### src/rtl/war_pkg.sv
// Shared definitions for the card-RAM arbiter and everything that talks to
// the ram_controller: op encodings, data/address widths, requester indices.
package war_pkg;

    localparam int WAR_ADDR_W = 10;
    localparam int WAR_DATA_W = 16;

    localparam int REQ_GAME = 0;
    localparam int REQ_DRAW = 1;
    localparam int REQ_SHUF = 2;

    typedef enum logic [1:0] {
        RAM_OP_INIT    = 2'd0,
        RAM_OP_READ    = 2'd1,
        RAM_OP_STORE   = 2'd2,
        RAM_OP_SHUFFLE = 2'd3
    } ram_op_e;

    typedef enum logic [1:0] {
        ST_IDLE = 2'd0,
        ST_BUSY = 2'd1,
        ST_RESP = 2'd2
    } arb_state_e;

endpackage

### src/rtl/rr_picker.sv
// Round-robin picker: finds the first set request bit starting just after
// last_grant and wrapping modulo NUM_REQ.
module rr_picker #(
    parameter int NUM_REQ = 3,
    parameter int IDX_W   = (NUM_REQ > 1) ? $clog2(NUM_REQ) : 1
) (
    input  logic [NUM_REQ-1:0] req,
    input  logic [IDX_W-1:0]   last_grant,
    output logic               any,
    output logic [IDX_W-1:0]   index
);

    int               cand;
    logic [IDX_W-1:0] cand_idx;

    // Scan from the farthest offset down so the nearest set bit wins.
    always_comb begin
        any      = 1'b0;
        index    = '0;
        cand     = 0;
        cand_idx = '0;
        for (int off = NUM_REQ; off >= 1; off--) begin
            cand     = (int'(last_grant) + off) % NUM_REQ;
            cand_idx = IDX_W'(cand);
            if (req[cand_idx]) begin
                any   = 1'b1;
                index = cand_idx;
            end
        end
    end

endmodule

### src/rtl/ram_arbiter.sv
// Arbiter sharing one card-RAM controller among NUM_REQ requesters.
// One op at a time, round-robin grants, watchdog abort on a stuck op.
module ram_arbiter #(
    parameter int NUM_REQ     = 3,
    parameter int OP_W        = 2,
    parameter int ADDR_W      = 10,
    parameter int DATA_W      = 16,
    parameter int TIMEOUT_CYC = 1023
) (
    input  logic                       clock,
    input  logic                       resetn,
    input  logic [NUM_REQ-1:0]         req,
    input  logic [NUM_REQ*OP_W-1:0]    req_op,
    input  logic [NUM_REQ*ADDR_W-1:0]  req_arg1,
    input  logic [NUM_REQ*ADDR_W-1:0]  req_arg2,
    output logic [NUM_REQ-1:0]         done,
    output logic                       err,
    output logic [DATA_W-1:0]          rd_data,
    output logic                       busy,
    output logic                       ram_enable,
    output logic [OP_W-1:0]            ram_op,
    output logic [ADDR_W-1:0]          ram_arg1,
    output logic [ADDR_W-1:0]          ram_arg2,
    input  logic                       ram_finished,
    input  logic [DATA_W-1:0]          ram_out1
);

    import war_pkg::*;

    localparam int IDX_W = (NUM_REQ > 1) ? $clog2(NUM_REQ) : 1;
    // Sized to hold TIMEOUT_CYC; the timeout leaves BUSY before any wrap.
    localparam int TMR_W = $clog2(TIMEOUT_CYC + 1);
    localparam logic [TMR_W-1:0] TMR_LAST = TMR_W'(TIMEOUT_CYC - 1);

    arb_state_e          state_q, state_d;
    logic [IDX_W-1:0]    gnt_q, gnt_d;
    logic [IDX_W-1:0]    last_grant_q, last_grant_d;
    logic [TMR_W-1:0]    timer_q, timer_d;
    logic [NUM_REQ-1:0]  done_q, done_d;
    logic                err_q, err_d;
    logic [DATA_W-1:0]   rd_data_q, rd_data_d;
    logic                busy_q, busy_d;
    logic                ram_enable_q, ram_enable_d;
    logic [OP_W-1:0]     ram_op_q, ram_op_d;
    logic [ADDR_W-1:0]   ram_arg1_q, ram_arg1_d;
    logic [ADDR_W-1:0]   ram_arg2_q, ram_arg2_d;

    logic                pick_any;
    logic [IDX_W-1:0]    pick_idx;

    rr_picker #(
        .NUM_REQ (NUM_REQ),
        .IDX_W   (IDX_W)
    ) u_picker (
        .req        (req),
        .last_grant (last_grant_q),
        .any        (pick_any),
        .index      (pick_idx)
    );

    // State and output registers; reset wins even in the middle of an op.
    always_ff @(posedge clock) begin
        if (!resetn) begin
            state_q      <= ST_IDLE;
            gnt_q        <= '0;
            last_grant_q <= IDX_W'(NUM_REQ - 1);
            timer_q      <= '0;
            done_q       <= '0;
            err_q        <= 1'b0;
            rd_data_q    <= '0;
            busy_q       <= 1'b0;
            ram_enable_q <= 1'b0;
            ram_op_q     <= '0;
            ram_arg1_q   <= '0;
            ram_arg2_q   <= '0;
        end else begin
            state_q      <= state_d;
            gnt_q        <= gnt_d;
            last_grant_q <= last_grant_d;
            timer_q      <= timer_d;
            done_q       <= done_d;
            err_q        <= err_d;
            rd_data_q    <= rd_data_d;
            busy_q       <= busy_d;
            ram_enable_q <= ram_enable_d;
            ram_op_q     <= ram_op_d;
            ram_arg1_q   <= ram_arg1_d;
            ram_arg2_q   <= ram_arg2_d;
        end
    end

    // Next-state logic: grant in IDLE, watch for finish/timeout in BUSY,
    // pulse done in RESP. done is computed one cycle early so it is registered.
    always_comb begin
        state_d      = state_q;
        gnt_d        = gnt_q;
        last_grant_d = last_grant_q;
        timer_d      = timer_q;
        done_d       = '0;
        err_d        = err_q;
        rd_data_d    = rd_data_q;
        busy_d       = busy_q;
        ram_enable_d = ram_enable_q;
        ram_op_d     = ram_op_q;
        ram_arg1_d   = ram_arg1_q;
        ram_arg2_d   = ram_arg2_q;
        case (state_q)
            ST_IDLE: begin
                if (pick_any) begin
                    gnt_d        = pick_idx;
                    ram_op_d     = req_op[int'(pick_idx)*OP_W +: OP_W];
                    ram_arg1_d   = req_arg1[int'(pick_idx)*ADDR_W +: ADDR_W];
                    ram_arg2_d   = req_arg2[int'(pick_idx)*ADDR_W +: ADDR_W];
                    ram_enable_d = 1'b1;
                    busy_d       = 1'b1;
                    timer_d      = '0;
                    state_d      = ST_BUSY;
                end
            end
            ST_BUSY: begin
                if (ram_finished) begin
                    rd_data_d    = ram_out1;
                    err_d        = 1'b0;
                    ram_enable_d = 1'b0;
                    last_grant_d = gnt_q;
                    done_d       = NUM_REQ'(1) << gnt_q;
                    state_d      = ST_RESP;
                end else if (timer_q == TMR_LAST) begin
                    rd_data_d    = '0;
                    err_d        = 1'b1;
                    ram_enable_d = 1'b0;
                    last_grant_d = gnt_q;
                    done_d       = NUM_REQ'(1) << gnt_q;
                    state_d      = ST_RESP;
                end else begin
                    timer_d = timer_q + TMR_W'(1);
                end
            end
            ST_RESP: begin
                busy_d  = 1'b0;
                state_d = ST_IDLE;
            end
            default: begin
                state_d = ST_IDLE;
            end
        endcase
    end

    assign done       = done_q;
    assign err        = err_q;
    assign rd_data    = rd_data_q;
    assign busy       = busy_q;
    assign ram_enable = ram_enable_q;
    assign ram_op     = ram_op_q;
    assign ram_arg1   = ram_arg1_q;
    assign ram_arg2   = ram_arg2_q;

endmodule
### config.mk
export PLATFORM = sky130hd
export DESIGN_NAME = ram_arbiter
export DESIGN_NICKNAME = d
export VERILOG_FILES = /design/src/rtl/war_pkg.sv /design/src/rtl/rr_picker.sv /design/src/rtl/ram_arbiter.sv
export SDC_FILE = /design/constraint.sdc
export NUM_CORES = 1
export LEC_CHECK = 0
export CORE_AREA = 3 3 105 82
export DETAILED_ROUTE_END_ITERATION = 12
export DIE_AREA = 0 0 108 85
export MAX_ROUTING_LAYER = met4
export PLACE_DENSITY = 0.78
export RECOVER_POWER = 100
export REMOVE_ABC_BUFFERS = 1
export SYNTH_ARGS = -nofsm -noshare
export SYNTH_HDL_FRONTEND = slang
export SYNTH_SLANG_ARGS = --single-unit
### constraint.sdc
create_clock -name clock -period 5.3 [get_ports clock]
set_clock_uncertainty 0.05 [all_clocks]
set_input_delay 1.06 -clock clock [delete_from_list [all_inputs] [get_ports clock]]
set_output_delay 1.06 -clock clock [all_outputs]
set_load 0.05 [all_outputs]
==> metrics.md, run 1 <==
| Metric | Value |
|---|---|
| Clock-pin slew on the worst setup and hold paths | `0.07 ns` |
| Fin util | `64.4%` |
| CP delay by family, top | `compound AO/OA/AOI/OAI gates` |
| Die width | `108 µm` |
| FF+latch count, synth | `60` |
| Worst VDD drop | `0.136 mV` |
| Synth area leaders | `dfxtp_1 35%, a2111oi_0 6.4%, a211oi_1 5.3%` |
| Final Hold Vio Count | `0` |
| Max clock buf depth | `2` |
| Inst Count DP | `617` |
| Clk sinks | `60` |
| Pwr dens | `309 nW/µm²` |
| Final wirelength | `11,100 µm` |
| Path category of the worst min-delay check | `reg -> reg` |
| Fillers | `645` |
| Antenna viol nets, final | `0` |
| Remaining DRCs | `0` |
| Synth top area share | `35.2%` |
| Sequential share of power | `34.4%` |
| Worst-path cell chain | `inv_1, ha_1, o21a_1, a311o_1, clkbuf_1, or3_1, o211ai_1` |
| Hold buffers post-CTS | `0` |
| CTS tree | `yes` |
| IO Port Bufs | `131` |
| Final GP Congestion | `0.849` |
| Switch Pwr | `0.000584 W` |
| Setup repair after global routing missed its margin | `no` |
| Routed vias/inst | `5.98` |
| Critical Path RT | `5.44 ns` |
| First-pass iteration count of the detailed router | `5` |
| Number of H-tree levels | `3` |
| Core ar. | `7740 µm²` |
| Post-CTS sizing | `0` |
| Primary FF master, synth | `dfxtp_1` |
| Crit share post-route | `81.0%` |
| Row cnt | `28` |
| EDFF count, synth | `0` |
| GRT Util Overall | `24.3%` |
| Synthesis-to-finish area growth | `46.1%` |
| Comb pwr share | `36.2%` |
| Internal power | `0.000957 W` |
| Minimum clock period | `4.29 ns` |
| Max-Cap Viols | `0` |
| Switching share of power | `37.9%` |
| Avg Inst Size Synth | `8.26 µm²` |
| Yosys cell types | `44` |
| Startpoint types | `flip-flop` |
| Final #Nets | `617` |
| Final Setup Violations | `0` |
| Seq/Total Area, Yosys | `35.2%` |
| First-pass GRT wire length | `17,600 µm` |
| Leakage | `1.90 nW` |
| Number of warnings issued by yosys | `0` |
| Diode count | `0` |
| Initial antenna violation count | `0` |
| Max transition margin | `18.1%` |
| CP arrival | `4.43 ns` |
| Ys async rst share | `0%` |
| Most common library cells after synthesis | `60 x dfxtp_1, 32 x clkbuf_1, 29 x inv_1` |
| Root buffer cell | `clkbuf_8` |
| Top-count cell post-synth | `dfxtp_1` |
| Largest net degree at the start of global routing | `53` |
| Initial core utilization | `44.1%` |
| Via Count | `3,783` |
| Setup TNS | `0 ns` |
| Setup bufs post-CTS | `0` |
| IO Pins | `132` |
| Largest area contributor in the netlist | `dfxtp_1` |
| Finished Layout Cells | `633` |
| Fin. max-slew vios | `0` |
| DP HPWL | `7660 µm` |
| DRT iter0 DRCs | `331` |
| Vias in the first global route | `3,650` |
| Critical path fanouts, max | `33` |
| Slowest-stage cell, CP | `ha_1` |
| Clock power share | `29.4%` |
| Critical path buffers and inverters | `2` |
| Layout cell share with drive strength beyond 1 | `5.68%` |
| Slew @ Worst Pin | `1.23 ns` |
| Status | `complete, no violations` |
| GRT overflow | `0` |
| Clock latency on the worst-skew pair | `0.34 ns` |
| Slowest stage delay, CP | `1.04 ns` |
| Worst Setup End Kind | `flip-flop` |
| Fmax | `233 MHz` |
| Chip height | `85 µm` |
| Critical path class | `reg -> reg` |
| Synth Cell Area | `3410 µm²` |
| Die area | `9180 µm²` |
| Avg WL per Cell | `17.5 µm` |
| Post-Syn Instances | `413` |
| CTS Buf Count | `9` |
[area by class of cell]
class                   instances  area [µm²]  share of cell area, %
multi-input cells             284        1970                   39.6
repair buffers                139        1360                   27.2
flip-flops and latches         60        1200                   24.1
well taps                     105         131                   2.64
clock buffers                   9         124                   2.48
inverters                      29         109                   2.18
clock inverters                 7        91.3                   1.83
[tightest hold or removal path: cells and delay by family, from the launching register on]
family           cells  cell delay [ns]
multiplexers         1             0.06
flip-flops           1             0.31
AND/OR/NAND/NOR      1             0.06
[path summary, 6_finish.rpt]
path	endpoint	slack (ns)	start	cells past startpoint
worst max-delay path	ram_arg2[3]	1.01	last_grant_q[0]	7
worst min-delay path	timer_q[8]	0.42	timer_q[8]	2
worst max register to register	ram_arg2[3]	1.01	last_grant_q[0]	7
worst min register to register	timer_q[8]	0.42	timer_q[8]	2
[routing by layer]
metal	part of all wire (%)	GRT usage, %
met2	47	37.2
met5	0	-
met4	0.89	7.45
met3	7.9	6.46
met1	44	31.4
[cell usage in the layout, fill, tap and decap left out, types with 2 or more instances in the layout]
cell,instances
clkdlybuf4s50_1,85
dfxtp_1,60
dlygate4sd3_1,45
inv_1,29
nand4_1,26
nor3_1,26
nand3_1,26
a2111oi_0,25
nor2b_1,24
a211oi_1,24
o211ai_1,23
nand2_1,19
a22o_1,16
a21oi_1,12
clkbuf_8,9
mux2i_1,6
nand2b_1,6
ha_1,6
nor2_1,5
o21ai_0,5
buf_4,5
o21bai_1,3
clkinv_2,3
clkbuf_1,3
o21a_1,2
and3_1,2
nand3b_1,2
a21boi_2,2
a211o_1,2
a311oi_4,2
or3_1,2
nor3b_1,2
o2111ai_1,2
a2111o_1,2
bufinv_16,2
[flip-flops by register name (all words and copies together) (netlist names), 2 cells and up]
register      count
state_q           2
ram_arg2         10
ram_arg1         10
ram_op            2
done              3
gnt_q             2
timer_q          10
last_grant_q      2
rd_data          16
[cell families after synthesis]
family	after synthesis	synth area share, %
mux	8	2.38
fa+ha+maj	6	2.20
simple gates	144	23.1
flops	60	35.2
buf+inv	69	8.22
compound gates	126	28.9
[power by group through the flow]
stage          combinational (W)  clock (W)  sequential (W)
5_1_grt                 0.000590   0.000478        0.000536
3_3_place_gp            0.000565          0        0.000541
4_1_cts                 0.000576   0.000458        0.000532
3_5_place_dp            0.000573          0        0.000541
6_report                0.000558   0.000453        0.000530
2_1_floorplan           0.000188          0        0.000679
[stage by stage]
stage          hold WS [ns]  area [µm²]  worst slack [ns]  power, W
2_1_floorplan         0.385        3240              1.31  0.000867
3_3_place_gp          0.394        4790              1.57   0.00111
3_5_place_dp          0.416        4790              1.47   0.00111
4_1_cts               0.425        5000              1.59   0.00157
5_1_grt               0.441        4980             0.745   0.00160
6_report              0.420        4980              1.01   0.00154
(Power assumes the default switching activity.)
==> inputs of run 2 (changes only) <==
--- a/config.mk
+++ b/config.mk
@@ -5,11 +5,11 @@
 export SDC_FILE = /design/constraint.sdc
 export NUM_CORES = 1
 export LEC_CHECK = 0
-export CORE_AREA = 3 3 105 82
+export CORE_AREA = 3 3 111 86
 export DETAILED_ROUTE_END_ITERATION = 12
-export DIE_AREA = 0 0 108 85
+export DIE_AREA = 0 0 114 89
 export MAX_ROUTING_LAYER = met4
-export PLACE_DENSITY = 0.78
+export PLACE_DENSITY = 0.74
 export RECOVER_POWER = 100
 export REMOVE_ABC_BUFFERS = 1
 export SYNTH_ARGS = -nofsm -noshare
==> constraint.sdc (replaced) <==
create_clock -name clock -period 3.5 [get_ports clock]
set_clock_uncertainty 0.05 [all_clocks]
set_input_delay 0.7 -clock clock [delete_from_list [all_inputs] [get_ports clock]]
set_output_delay 0.7 -clock clock [all_outputs]
set_load 0.05 [all_outputs]
==> metrics.md, run 2 (same netlist as run 1, synthesis figures left out) <==
| Metric | Value |
|---|---|
| Synthesis-to-finish area growth | `49.3%` |
| Hold buffers post-CTS | `0 (unchanged)` |
| Setup repair after global routing missed its margin | `no` |
| GRT met1 Usage | `30.4% (-0.95 points)` |
| Startpoint types | `flip-flop` |
| First-pass GRT wire length | `18,300 µm (+3.9%)` |
| IO Port Bufs | `131 (unchanged)` |
| Worst-path cell chain | `inv_1, ha_1, nand3b_1, a21boi_0, buf_4, a211o_1, a211oi_1, o211ai_1` |
| Fillers | `738 (+14%)` |
| Routed vias/inst | `5.98 (about the same)` |
| CTS tree | `yes` |
| Final wirelength | `11,400 µm (+2.7%)` |
| Hold WS | `0.427 ns (+0.00644 ns)` |
| Critical path class | `reg -> reg` |
| Core ar. | `8490 µm² (+9.7%)` |
| Chip height | `89 µm (+4.7%)` |
| Path category of the worst min-delay check | `reg -> reg` |
| Final Hold Vio Count | `0 (unchanged)` |
| Initial antenna violation count | `0 (unchanged)` |
| Met3 usage | `4.06% (-2.4 points)` |
| Inst Count DP | `625 (+1.3%)` |
| Final Setup Violations | `0 (unchanged)` |
| Fin area | `5090 µm² (+2.2%)` |
| Finished Layout Cells | `641 (+1.3%)` |
| Setup bufs post-CTS | `0 (unchanged)` |
| DP HPWL | `7770 µm (+1.4%)` |
| Worst Setup End Kind | `flip-flop` |
| Clock latency on the worst-skew pair | `0.33 ns (about the same)` |
| Global Route met2 Usage | `35.8% (-1.5 points)` |
| Status | `complete, no violations` |
| Slowest-stage cell, CP | `ha_1` |
| Post-layout power | `0.00255 W (+66%)` |
| CP arrival | `3.22 ns (-1.21 ns)` |
| Critical path fanouts, max | `23 (-30%)` |
| Clock-pin slew on the worst setup and hold paths | `0.06 ns (about the same)` |
| Number of H-tree levels | `3 (unchanged)` |
| Worst VDD drop | `0.296 mV (+120%)` |
| Layout cell share with drive strength beyond 1 | `6.00% (+0.32 points)` |
| Row cnt | `29 (+3.6%)` |
| Remaining DRCs | `0 (unchanged)` |
| Commonest non-fill, non-tap cell in the layout | `clkdlybuf4s50_1` |
| Final GP Congestion | `0.918 (+8.1%)` |
| Max-Cap Viols | `0 (unchanged)` |
| Max FFs per register | `16 (unchanged)` |
| Die width | `114 µm (+5.6%)` |
| Cell Area, Placed | `4790 µm² (+0.16%)` |
| DRT iter0 DRCs | `285 (-14%)` |
| Fmax | `331 MHz (+42%)` |
| Hold Path Stages | `1 (-1)` |
| IO Pins | `132 (unchanged)` |
| Antenna viol nets, final | `0 (unchanged)` |
| Largest net degree at the start of global routing | `52 (-1.9%)` |
| Final #Nets | `622 (+0.81%)` |
| Initial core utilization | `40.2% (-3.9 points)` |
| Pwr dens | `501 nW/µm² (+62%)` |
| CTS Buf Count | `9 (unchanged)` |
| Grt peak-use layer | `met2` |
| Slowest stage delay, CP | `0.70 ns (-0.34 ns)` |
| Max transition margin | `33.6% (+15 points)` |
| Root buffer cell | `clkbuf_16` |
| Minimum clock period | `3.03 ns (-1.27 ns)` |
| Vias in the first global route | `3,594 (-1.5%)` |
| Commonest non-fill, non-tap cells in the layout | `87 x clkdlybuf4s50_1, 60 x dfxtp_1, 44 x dlygate4sd3_1, 29 x inv_1` |
| Diode count | `0 (unchanged)` |
| Crit share post-route | `86.4% (+5.5 points)` |
| Avg WL per Cell | `17.7 µm (+1.4%)` |
| Post-CTS sizing | `0 (unchanged)` |
| Critical Path RT | `3.69 ns (-1.75 ns)` |
| Via Count | `3,834 (+1.3%)` |
| Fin. max-slew vios | `0 (unchanged)` |
| Clk sinks | `60 (unchanged)` |
| GRT Util Overall | `22.9% (-1.4 points)` |
| Leakage | `1.97 nW (+3.7%)` |
| Max clock buf depth | `2 (unchanged)` |
| First-pass iteration count of the detailed router | `5 (unchanged)` |
| Die area | `10,100 µm² (+11%)` |
| Worst R2R Path Depth | `8 (+1)` |
| Slew @ Worst Pin | `0.993 ns (-0.236 ns)` |
| GRT overflow | `0 (unchanged)` |
run 2: per-layer routing:
layer / vias up / part of all wire [%] / wire [µm]
li1: 1815 / - / -
met1: 1833 / 45 / 5100
met2: 161 / 46 / 5260
met3: 25 / 6.9 / 781
met4: 0 / 1.9 / 221
met5: - / 0 / 0
run 2: path summary, 6_finish.rpt:
check,from,to,slack (ns)
worst min register to register,rd_data[14],rd_data[14],0.43
worst max register to register,last_grant_q[0],ram_arg2[8],0.47
worst max-delay path,last_grant_q[0],ram_arg2[8],0.47
worst min-delay path,rd_data[14],rd_data[14],0.43
run 2: critical path, delay by kind of cell (launching register included):
family	cells	cell delay, ns
AND/OR/NAND/NOR	1	0.18
adder cells (fa/ha/maj)	1	0.70
buffers and inverters	2	0.36
AO/OA/AOI/OAI	4	1.26
flip-flops	1	0.38
run 2: layout make-up:
type / instances / area [µm²] / area share, %
Multi-Input combinational cell: 284 / 1930 / 38.0
Inverter: 29 / 109 / 2.14
Clock inverter: 6 / 70.1 / 1.38
Sequential cell: 60 / 1200 / 23.6
Tap cell: 108 / 135 / 2.65
Timing Repair Buffer: 144 / 1410 / 27.6
Clock buffer: 10 / 239 / 4.69
run 2: through the flow:
step	util (%)	worst slack (ns)	TNS, ns
floorplan	-	-0.486	-10.91
global placement	56.5	0.520	0
detailed placement	56.5	0.427	0
CTS	60.1	0.554	0
global route	60.0	0.200	0
finish	60.0	0.475	0
run 2: power breakdown:
part | internal [W] | switching (W) | total [W]
clock | 0.000576 | 0.000329 | 0.000905
sequential | 0.000756 | 0.0000395 | 0.000795
combinational | 0.000304 | 0.000549 | 0.000853
==> inputs of run 3 (changes only) <==
--- a/config.mk
+++ b/config.mk
@@ -5,6 +5,7 @@
 export SDC_FILE = /design/constraint.sdc
 export NUM_CORES = 1
 export LEC_CHECK = 0
+export ABC_AREA = 0
 export CORE_AREA = 3 3 111 86
 export DETAILED_ROUTE_END_ITERATION = 12
 export DIE_AREA = 0 0 114 89
@@ -12,6 +13,7 @@
 export PLACE_DENSITY = 0.74
 export RECOVER_POWER = 100
 export REMOVE_ABC_BUFFERS = 1
+export SETUP_SLACK_MARGIN = 0.4
 export SYNTH_ARGS = -nofsm -noshare
 export SYNTH_HDL_FRONTEND = slang
 export SYNTH_SLANG_ARGS = --single-unit
==> metrics.md, run 3 (same netlist as run 1, synthesis figures left out) <==
| Metric | Value |
|---|---|
| Status | `complete, no violations` |
| Cell Area, Placed | `4790 µm² (unchanged)` |
| Switch Pwr | `0.000915 W (-0.31%)` |
| Met3 usage | `4.06% (unchanged)` |
| Internal power | `0.00164 W (+0.14%)` |
| Fmax | `339 MHz (+2.5%)` |
| Antenna viol nets, final | `0 (unchanged)` |
| Critical path class | `reg -> reg` |
| Worst-path cell chain | `inv_1, ha_1, nand3b_1, o21a_1, a311o_1, buf_4, a2111oi_0, o21bai_1` |
| Pre-CTS setup slack | `0.427 ns (unchanged)` |
| CP arrival | `3.16 ns (-0.06 ns)` |
| Largest net degree at the start of global routing | `52 (unchanged)` |
| Die width | `114 µm (unchanged)` |
| Setup bufs post-CTS | `0 (unchanged)` |
| Post-CTS sizing | `0 (unchanged)` |
| CP Capture Point | `timer_q[7]` |
| Clock power share | `35.4% (about the same)` |
| Via Count | `3,823 (-0.29%)` |
| Number of H-tree levels | `3 (unchanged)` |
| Synthesis-to-finish area growth | `49.4% (about the same)` |
| IO Port Bufs | `131 (unchanged)` |
| Initial antenna violation count | `0 (unchanged)` |
| GRT met1 Usage | `30.4% (unchanged)` |
| Pwr dens | `501 nW/µm² (-0.12%)` |
| Crit share post-route | `84.3% (-2.1 points)` |
| Worst VDD drop | `0.297 mV (about the same)` |
| Global Route met2 Usage | `35.8% (unchanged)` |
| Chip height | `89 µm (unchanged)` |
| Die area | `10,100 µm² (unchanged)` |
| Root buffer cell | `clkbuf_16` |
| Commonest non-fill, non-tap cell in the layout | `clkdlybuf4s50_1` |
| Core ar. | `8490 µm² (unchanged)` |
| Max transition margin | `33.3% (-0.24 points)` |
| Row cnt | `29 (unchanged)` |
| Minimum clock period | `2.95 ns (-0.0730 ns)` |
| Avg WL per Cell | `17.6 µm (-0.96%)` |
| R2r endpoint | `timer_q[7]` |
| Critical path startpoint | `last_grant_q[0]` |
| R2R Setup Slk | `0.55 ns (+0.07 ns)` |
| Max FFs per register | `16 (unchanged)` |
| DP HPWL | `7770 µm (unchanged)` |
| Clock latency on the worst-skew pair | `0.33 ns (about the same)` |
| Final Setup Violations | `0 (unchanged)` |
| Slew @ Worst Pin | `0.997 ns (+0.00352 ns)` |
| RR Startpoint | `last_grant_q[0]` |
| Slowest stage delay, CP | `0.68 ns (-0.02 ns)` |
| Startpoint types | `flip-flop` |
| First-pass iteration count of the detailed router | `5 (unchanged)` |
| Initial core utilization | `40.2% (unchanged)` |
| Final Hold Vio Count | `0 (unchanged)` |
| Switching share of power | `35.8% (-0.10 points)` |
| Commonest non-fill, non-tap cells in the layout | `86 x clkdlybuf4s50_1, 60 x dfxtp_1, 45 x dlygate4sd3_1, 29 x inv_1` |
| Clk sinks | `60 (unchanged)` |
| CTS tree | `yes` |
| Fin. max-slew vios | `0 (unchanged)` |
| GRT Util Overall | `22.9% (unchanged)` |
| GRT overflow | `0 (unchanged)` |
| Setup repair after global routing missed its margin | `no` |
| Fin area | `5100 µm² (about the same)` |
| Final GP Congestion | `0.918 (unchanged)` |
| DRT iter0 DRCs | `316 (+11%)` |
| Path category of the worst min-delay check | `reg -> reg` |
| Remaining DRCs | `0 (unchanged)` |
| Vias in the first global route | `3,594 (unchanged)` |
| Max-Cap Viols | `0 (unchanged)` |
| CTS Buf Count | `9 (unchanged)` |
| IO Pins | `132 (unchanged)` |
| Final #Nets | `622 (unchanged)` |
| Comb pwr share | `33.5% (about the same)` |
| Routed vias/inst | `5.96 (-0.29%)` |
| Slowest-stage cell, CP | `ha_1` |
| Worst Setup Slack, final | `0.548 ns (+0.0730 ns)` |
| Worst Setup End Kind | `flip-flop` |
| Hold buffers post-CTS | `0 (unchanged)` |
| Sequential share of power | `31.1% (about the same)` |
| Clock-pin slew on the worst setup and hold paths | `0.06 ns (about the same)` |
| Layout cell share with drive strength beyond 1 | `6.19% (+0.19 points)` |
| Leakage | `1.97 nW (+0.22%)` |
| Final wirelength | `11,300 µm (-0.96%)` |
| First-pass GRT wire length | `18,300 µm (unchanged)` |
| Grt peak-use layer | `met2` |
| Worst R2R Path Depth | `8 (unchanged)` |
| Setup TNS | `0 ns (unchanged)` |
| Fin util | `60.0% (about the same)` |
| Critical path fanouts, max | `41 (+78%)` |
| Critical Path RT | `3.71 ns (+0.02 ns)` |
| Max clock buf depth | `2 (unchanged)` |
| Diode count | `0 (unchanged)` |
==> run 3: layer usage <==
metal,vias up,part of all wire [%]
li1,1810,-
met1,1813,45
met2,172,46
met3,28,6.5
met4,0,2.2
met5,-,0
==> run 3: how the worst min path moves through the flow <==
| stage | from | to | slack [ns] | cells past startpoint |
|---|---|---|---|---|
| 3_5_place_dp | timer_q[8] | timer_q[8] | 0.41 | 2 |
| 3_3_place_gp | timer_q[8] | timer_q[8] | 0.39 | 2 |
| 6_report | rd_data[14] | rd_data[14] | 0.43 | 1 |
| 2_1_floorplan | timer_q[8] | timer_q[8] | 0.38 | 2 |
| 5_1_grt | timer_q[8] | timer_q[8] | 0.44 | 2 |
| 4_1_cts | ram_enable | ram_enable | 0.43 | 2 |
==> run 3: layout make-up <==
| cell class | count | area (µm²) |
|---|---|---|
| tap | 108 | 135 |
| sequential | 60 | 1200 |
| multi-input combinational | 284 | 1930 |
| inverter | 29 | 109 |
| clock inverter | 6 | 70.1 |
| fill | 738 | 3390 |
| timing repair buffer | 144 | 1410 |
| clock buffer | 10 | 239 |
==> run 3: power groups by stage <==
stage / clock network [W] / registers [W] / logic (W)
2_1_floorplan: 0 / 0.00103 / 0.000285
3_3_place_gp: 0 / 0.000810 / 0.000859
3_5_place_dp: 0 / 0.000813 / 0.000869
4_1_cts: 0.000920 / 0.000798 / 0.000873
5_1_grt: 0.000948 / 0.000803 / 0.000909
6_report: 0.000903 / 0.000795 / 0.000855
==> run 3: worst max-delay path: cells and delay by family, from the launching register on <==
family / cells / cell delay (ns)
buffers and inverters: 2 / 0.36
AO/OA/AOI/OAI: 4 / 1.20
AND/OR/NAND/NOR: 1 / 0.18
adder cells (fa/ha/maj): 1 / 0.68
flip-flops: 1 / 0.38
==> run 3: per-stage QoR <==
stage | instances | total power [W] | hold WS [ns]
6_report | 641 | 0.00255 | 0.427
3_3_place_gp | 625 | 0.00167 | 0.394
3_5_place_dp | 625 | 0.00168 | 0.407
2_1_floorplan | 373 | 0.00131 | 0.385
5_1_grt | 641 | 0.00266 | 0.440
4_1_cts | 641 | 0.00259 | 0.430
==> RTL change 1, RTL diff (flow settings as in run 2) <==
The parameter `OP_W` goes from 2 to 3.
--- a/src/rtl/ram_arbiter.sv
+++ b/src/rtl/ram_arbiter.sv
@@ -2,7 +2,7 @@
 // One op at a time, round-robin grants, watchdog abort on a stuck op.
 module ram_arbiter #(
     parameter int NUM_REQ     = 3,
-    parameter int OP_W        = 2,
+    parameter int OP_W        = 3,
     parameter int ADDR_W      = 10,
     parameter int DATA_W      = 16,
     parameter int TIMEOUT_CYC = 1023
Ports: changed (resized ram_op and req_op); port bits go from 132 to 136. The function was not compared with the original's and may differ.
==> RTL change 1 against run 2 <==
  * Area after synthesis is 3.0% higher
  * Setup slack worse by 0.074 ns
  * Sequential share of layout area is 0.37 points lower
  * Total power is 5.1% higher
  * Final area is 3.3% higher
  * Critical path type unchanged
  * Wire length is 1.0% higher
  * Sequential cell count is 1 higher
==> RTL change 1: results (changes against run 2) <==
Status
The run finished with clean final reports.

Route
The top routing layer in use is met4. The total routed wirelength was 11.5 mm (+1.0%). The total routed wire length on the met1 layer is 5.21 mm (+2.2%).

The met2 wire length is 5.37 mm (+2.1%). The number of DRC markers in iteration 0 is 262 (-8.1%). The total via count after detailed routing is 3,824 (-0.26%). The met3 wire length is 765 um (-2.0%). The average wire per cell in the routed design came to 17.7 um (about the same).

The first-pass detailed-route iteration total is 4 (-1).

Clock network
In this run the clock root is driven by a clkbuf_16. The worst-case clock buffer depth is 2 (unchanged). The buffers inserted during post-CTS setup optimization is 0 (unchanged). The clock reaches the later pin of the worst-skew pair after 0.32 ns. The total CTS buffers is 9 (unchanged). The depth of the CTS H-tree is 3 (unchanged). The post-CTS resize count is 0 (unchanged).

Synthesis
The fraction of registers with async set/reset is 0% (unchanged). The average instance area after synthesis is 8.43 um^2 (+2.1%). The number of library cell types mapped by synthesis is 47 (+6.8%). By area the synthesized netlist is led by dfxtp_1 (35%), nand3_1 (11%), a311oi_1 (6.0%), o221ai_1 (6.0%), a211oi_1 (5.1%).

The most frequent cell after synthesis is nand3_1. The share of synthesized area occupied by flip-flops and latches is 34.7% (-0.47 points). In the synthesized netlist, the cells that appear most often are nand3_1 (75), dfxtp_1 (61), clkbuf_1 (30), and2_1 (25), nor2b_1 (25). The main flop type after synthesis is dfxtp_1.

GRT
The met1 capacity usage during global routing came to 30.5% (+0.086 points). The largest net degree at the start of global routing is 52 (unchanged). The met2 capacity usage during global routing came to 35.5% (-0.27 points). The wire length of the first global-routing pass came to 18.3 mm (-0.15%). The global routing usage summed across all routing layers came to 22.9% (about the same).

The number of global-route vias before repair is 3,722 (+3.6%). The number of antenna violations at the first check in global routing was 0 (unchanged). The fraction of met3 tracks used by global routing was 4.60% (+0.54 points).

Power
The power share of the sequential group came to 30.0% (-1.1 points). The cell-internal power is 1.78 mW (+8.7%). The worst-case vdd ir drop is 294 uV (-0.96%).

The leakage power of the design is 1.95 nW (-0.81%). The sequential group power is 0.804 mW (+1%). The combinational logic power is 0.840 mW (-2%).

Final layout
The fill cell total of the finished layout is 739 (+0.14%). The count of antenna diodes in the layout was 0 (unchanged). The number of flip-flops in the largest register is 16 (unchanged).

The fraction of final layout cells with drive strength greater than 1 came to 7.04% (+1.0 points).

Min path
The worst hold path begins at rd_data[1]. The class of the worst hold path is reg -> reg.

Place
The port buffer count is 135 (+3.1%). The placer's final routability congestion estimate is 0.831 (-9.5%). The post-place instance area is 4930 um^2 (+2.9%). The post-placement worst setup slack came to 0.122 ns (-0.305 ns).

The half-perimeter wire length of the detailed placement result is 7.87 mm (+1.2%). The cell count after placement is 632 (+1.1%).

Setup path
The worst path arrival time is 3.28 ns (+0.06 ns). The biggest fanout along the worst timing path is 23 (unchanged). In this run the worst setup path begins at last_grant_q[0].

Timing
The remaining max-slew budget at the tightest pin was 32.0% (-1.6 points).
-- RTL change 1: path summary, 6_finish.rpt --
check | to | slack (ns) | cells after the start
hold reg to reg | rd_data[1] | 0.42 | 1
setup reg to reg | ram_op[2] | 0.40 | 8
setup / recovery | ram_op[2] | 0.40 | 8
hold / removal | rd_data[1] | 0.42 | 1
-- RTL change 1: layout make-up --
| cell class | count | area, um^2 | share of cell area, % |
|---|---|---|---|
| Clock inverter | 7 | 124 | 2.36 |
| Tap cell | 108 | 135 | 2.57 |
| Multi-Input combinational cell | 304 | 2070 | 39.3 |
| Sequential cell | 61 | 1220 | 23.2 |
| Timing Repair Buffer | 150 | 1450 | 27.6 |
| Clock buffer | 9 | 225 | 4.28 |
| Inverter | 9 | 33.8 | 0.642 |
-- RTL change 1: kinds of logic (layout without fill, tap and decap cells) --
logic type,Yosys count,count (layout),share of synthesized area [%]
XOR/XNOR,1,1,0.249
multiplexers,4,4,1.17
buffers and inverters,52,175,6.27
AND/OR/NAND/NOR,168,168,26.1
AO/OA/AOI/OAI,125,125,29.4
flip-flops,61,61,34.7
adder cells (fa/ha/maj),6,6,2.14
-- RTL change 1: metrics by stage --
stage / setup TNS (ns) / hold slack (ns)
5_1_grt: 0 / 0.443
2_1_floorplan: -14.15 / 0.385
4_1_cts: 0 / 0.423
6_report: 0 / 0.416
3_3_place_gp: 0 / 0.406
3_5_place_dp: 0 / 0.404
-- RTL change 1: critical path, cell delays in order (launching register included) --
cell,delay (ns)
dfxtp_1,0.39
inv_1,0.08
ha_1,0.58
nand2_1,0.19
o22ai_4,0.27
buf_4,0.22
a311o_1,0.80
a211oi_1,0.19
o221ai_1,0.24
==> RTL change 2, RTL diff (settings of run 2) <==
Without the edit above. Put one more register stage on the output `err`, cleared by the reset. The value now appears one clock later. The other outputs are not delayed to match.
--- a/src/rtl/ram_arbiter.sv
+++ b/src/rtl/ram_arbiter.sv
@@ -147,7 +147,13 @@
     end
 
     assign done       = done_q;
-    assign err        = err_q;
+    always_ff @(posedge clock) begin
+        if (!resetn) begin
+            err <= '0;
+        end else begin
+            err <= err_q;
+        end
+    end
     assign rd_data    = rd_data_q;
     assign busy       = busy_q;
     assign ram_enable = ram_enable_q;
Check against the original RTL: no difference found for any inputs over 4 cycles, from zero or initial values and one cycle with resetn low; that may be too few to reach the edited logic, so the function may still have changed.
==> RTL change 2 against run 2 <==
  * Total power up 4.2%
  * Combinational power grew 2%
  * Final area increased by 2.5%
  * Setup slack gained 0.041 ns
  * Wire length down 0.18%
  * Global-route usage increased by 0.23 points
  * Area after synthesis is 1.8% higher
  * Sequential cell count up 1
  * Critical endpoint is now ram_op[1]
==> RTL change 2: results (changes against run 2) <==
Status
The flow ran to the end, and the final reports show no timing, DRC or antenna violations.

Clock network
The total CTS buffers is 9 (unchanged). The post-CTS resize count is 0 (unchanged). The buffers inserted during post-CTS setup optimization is 0 (unchanged). The worst-case clock buffer depth is 2 (unchanged). The cell sitting at the root of the clock tree is a clkbuf_16. After clock tree synthesis, the clock-pin slew on the worst setup and hold paths is ~0.05 ns.

The clock reaches the later pin of the worst-skew pair after between 0.3 and 0.4 ns. The depth of the CTS H-tree is 3 (unchanged).

Setup path
The biggest fanout along the worst timing path is 22 (-4.3%). The delay of the slowest cell on the worst path is 0.73 ns (+0.03 ns). The cell count of the worst reg-to-reg path is 8 (unchanged).

The endpoint identified for the worst register-to-register timing path is ram_op[1]. The slowest stage of the critical path is the a211o_1 cell. The critical path starts at req[1]. The worst path arrival time was 3.18 ns (-0.04 ns).

The worst setup path is captured at a flip-flop. The kind of cell with the highest combined delay along the critical path is compound AO/OA/AOI/OAI gates. The startpoint of the most critical register-to-register path is last_grant_q[0]. The worst-case register-to-register setup slack is 0.68 ns (+0.21 ns).

Final layout
The count of antenna diodes in the layout is 0 (unchanged). The fill cell total of the finished layout is 726 (-1.6%). The total number of nets in the final design came to 624 (+0.32%). The fraction of final layout cells with drive strength greater than 1 is 7.29% (+1.3 points). The cell area after layout is 5220 um^2 (+2.5%). The number of flip-flops in the largest register is 16 (unchanged).

Power
The switching power share of the total is 34.4% (-1.5 points). The leakage power of the design is 2.01 nW (+2.1%). The combinational logic power is 0.866 mW (+2%). The worst-case vdd ir drop is 446 uV (+50%).

The share of power burned in the clock network is 36.7% (+1.3 points).

GRT
The global routing usage summed across all routing layers is 23.1% (+0.23 points). The number of global-route vias before repair came to 3,658 (+1.8%). The wire length of the first global-routing pass is 18.3 mm (-0.30%).

The number of antenna violations at the first check in global routing was 0 (unchanged). The largest net degree at the start of global routing was 44 (-15%).

Synthesis
The yosys synthesis warning count is 0 (unchanged). The share of synthesized area occupied by flip-flops and latches is 35.2% (-0.045 points). The number of library cell types mapped by synthesis is 43 (-2.3%). By count the netlist is led by dfxtp_1 (61), clkbuf_1 (31), inv_1 (29), nand4_1 (27). The fraction of registers with async set/reset is 0% (unchanged). By area the synthesized netlist is led by dfxtp_1 (35%), a2111oi_0 (5.5%), o211ai_1 (5.0%), nand4_1 (4.9%), a211oi_1 (4.8%).

Min path
The class of the worst hold path is reg -> reg.

Place
The post-place instance area is 4890 um^2 (+2.1%). The half-perimeter wire length of the detailed placement result is 8.06 mm (+3.7%). The placer's final routability congestion estimate is 0.851 (-7.3%). The port buffer count is 131 (unchanged).

Route
The number of DRC markers in iteration 0 is 340 (+19%). The total via count after detailed routing is 3,802 (-0.83%). The first-pass detailed-route iteration total is 5 (unchanged). The average wire per cell in the routed design is 17.6 um (-0.50%).

Timing
The transition time at the pin with the least slew margin is 1.12 ns (+0.132 ns).
## RTL change 2: cell count changes in the layout (fill, tap and decap cells not counted), sizes merged, moves of 4 or more
cell	before	now
a2111o	2	7
a21boi	2	8
a21oi	12	4
buf	12	16
## RTL change 2: cells by family after synthesis
| group | synth area share (%) |
|---|---|
| AO/OA/AOI/OAI | 30.1 |
| AND/OR/NAND/NOR | 22.6 |
| adder cells (fa/ha/maj) | 2.16 |
| multiplexers | 1.80 |
| buffers and inverters | 8.14 |
| flip-flops | 35.2 |
## RTL change 2: final cells by class
type	instances	share of cell area, %
repair buffers	148	27.4
inverters	29	2.09
clock buffers	11	4.84
flip-flops and latches	61	23.4
clock inverters	5	1.58
multi-input cells	281	38.1
well taps	108	2.59
## RTL change 2: per-layer routing
metal	vias to the layer above	part of all wire, %	GRT usage (%)
met5	-	0	-
met4	0	1.3	6.15
met3	16	8.4	6.29
met2	200	46	35.2
met1	1770	44	30.5
li1	1816	-	-
## RTL change 2: how the worst min path moves through the flow
stage	start	endpoint	slack (ns)	cells after the start
after floorplan	err_q	err	0.38	1
after global placement	err_q	err	0.39	1
after detailed placement	err_q	err	0.39	1
after global routing	err_q	err	0.41	1
after CTS	err_q	err	0.40	1
final	err_q	err	0.40	1
## RTL change 2: through the flow
| step | power (mW) | instances | hold slack [ns] | TNS, ns | worst slack, ns |
|---|---|---|---|---|---|
| final | 2.66 | 643 | 0.401 | 0 | 0.516 |
| after global routing | 2.77 | 643 | 0.413 | 0 | 0.341 |
| after CTS | 2.70 | 643 | 0.402 | 0 | 0.740 |
| after detailed placement | 1.72 | 627 | 0.392 | 0 | 0.397 |
| after global placement | 1.70 | 627 | 0.393 | 0 | 0.501 |
| after floorplan | 1.33 | 371 | 0.381 | -0.831 | -0.204 |
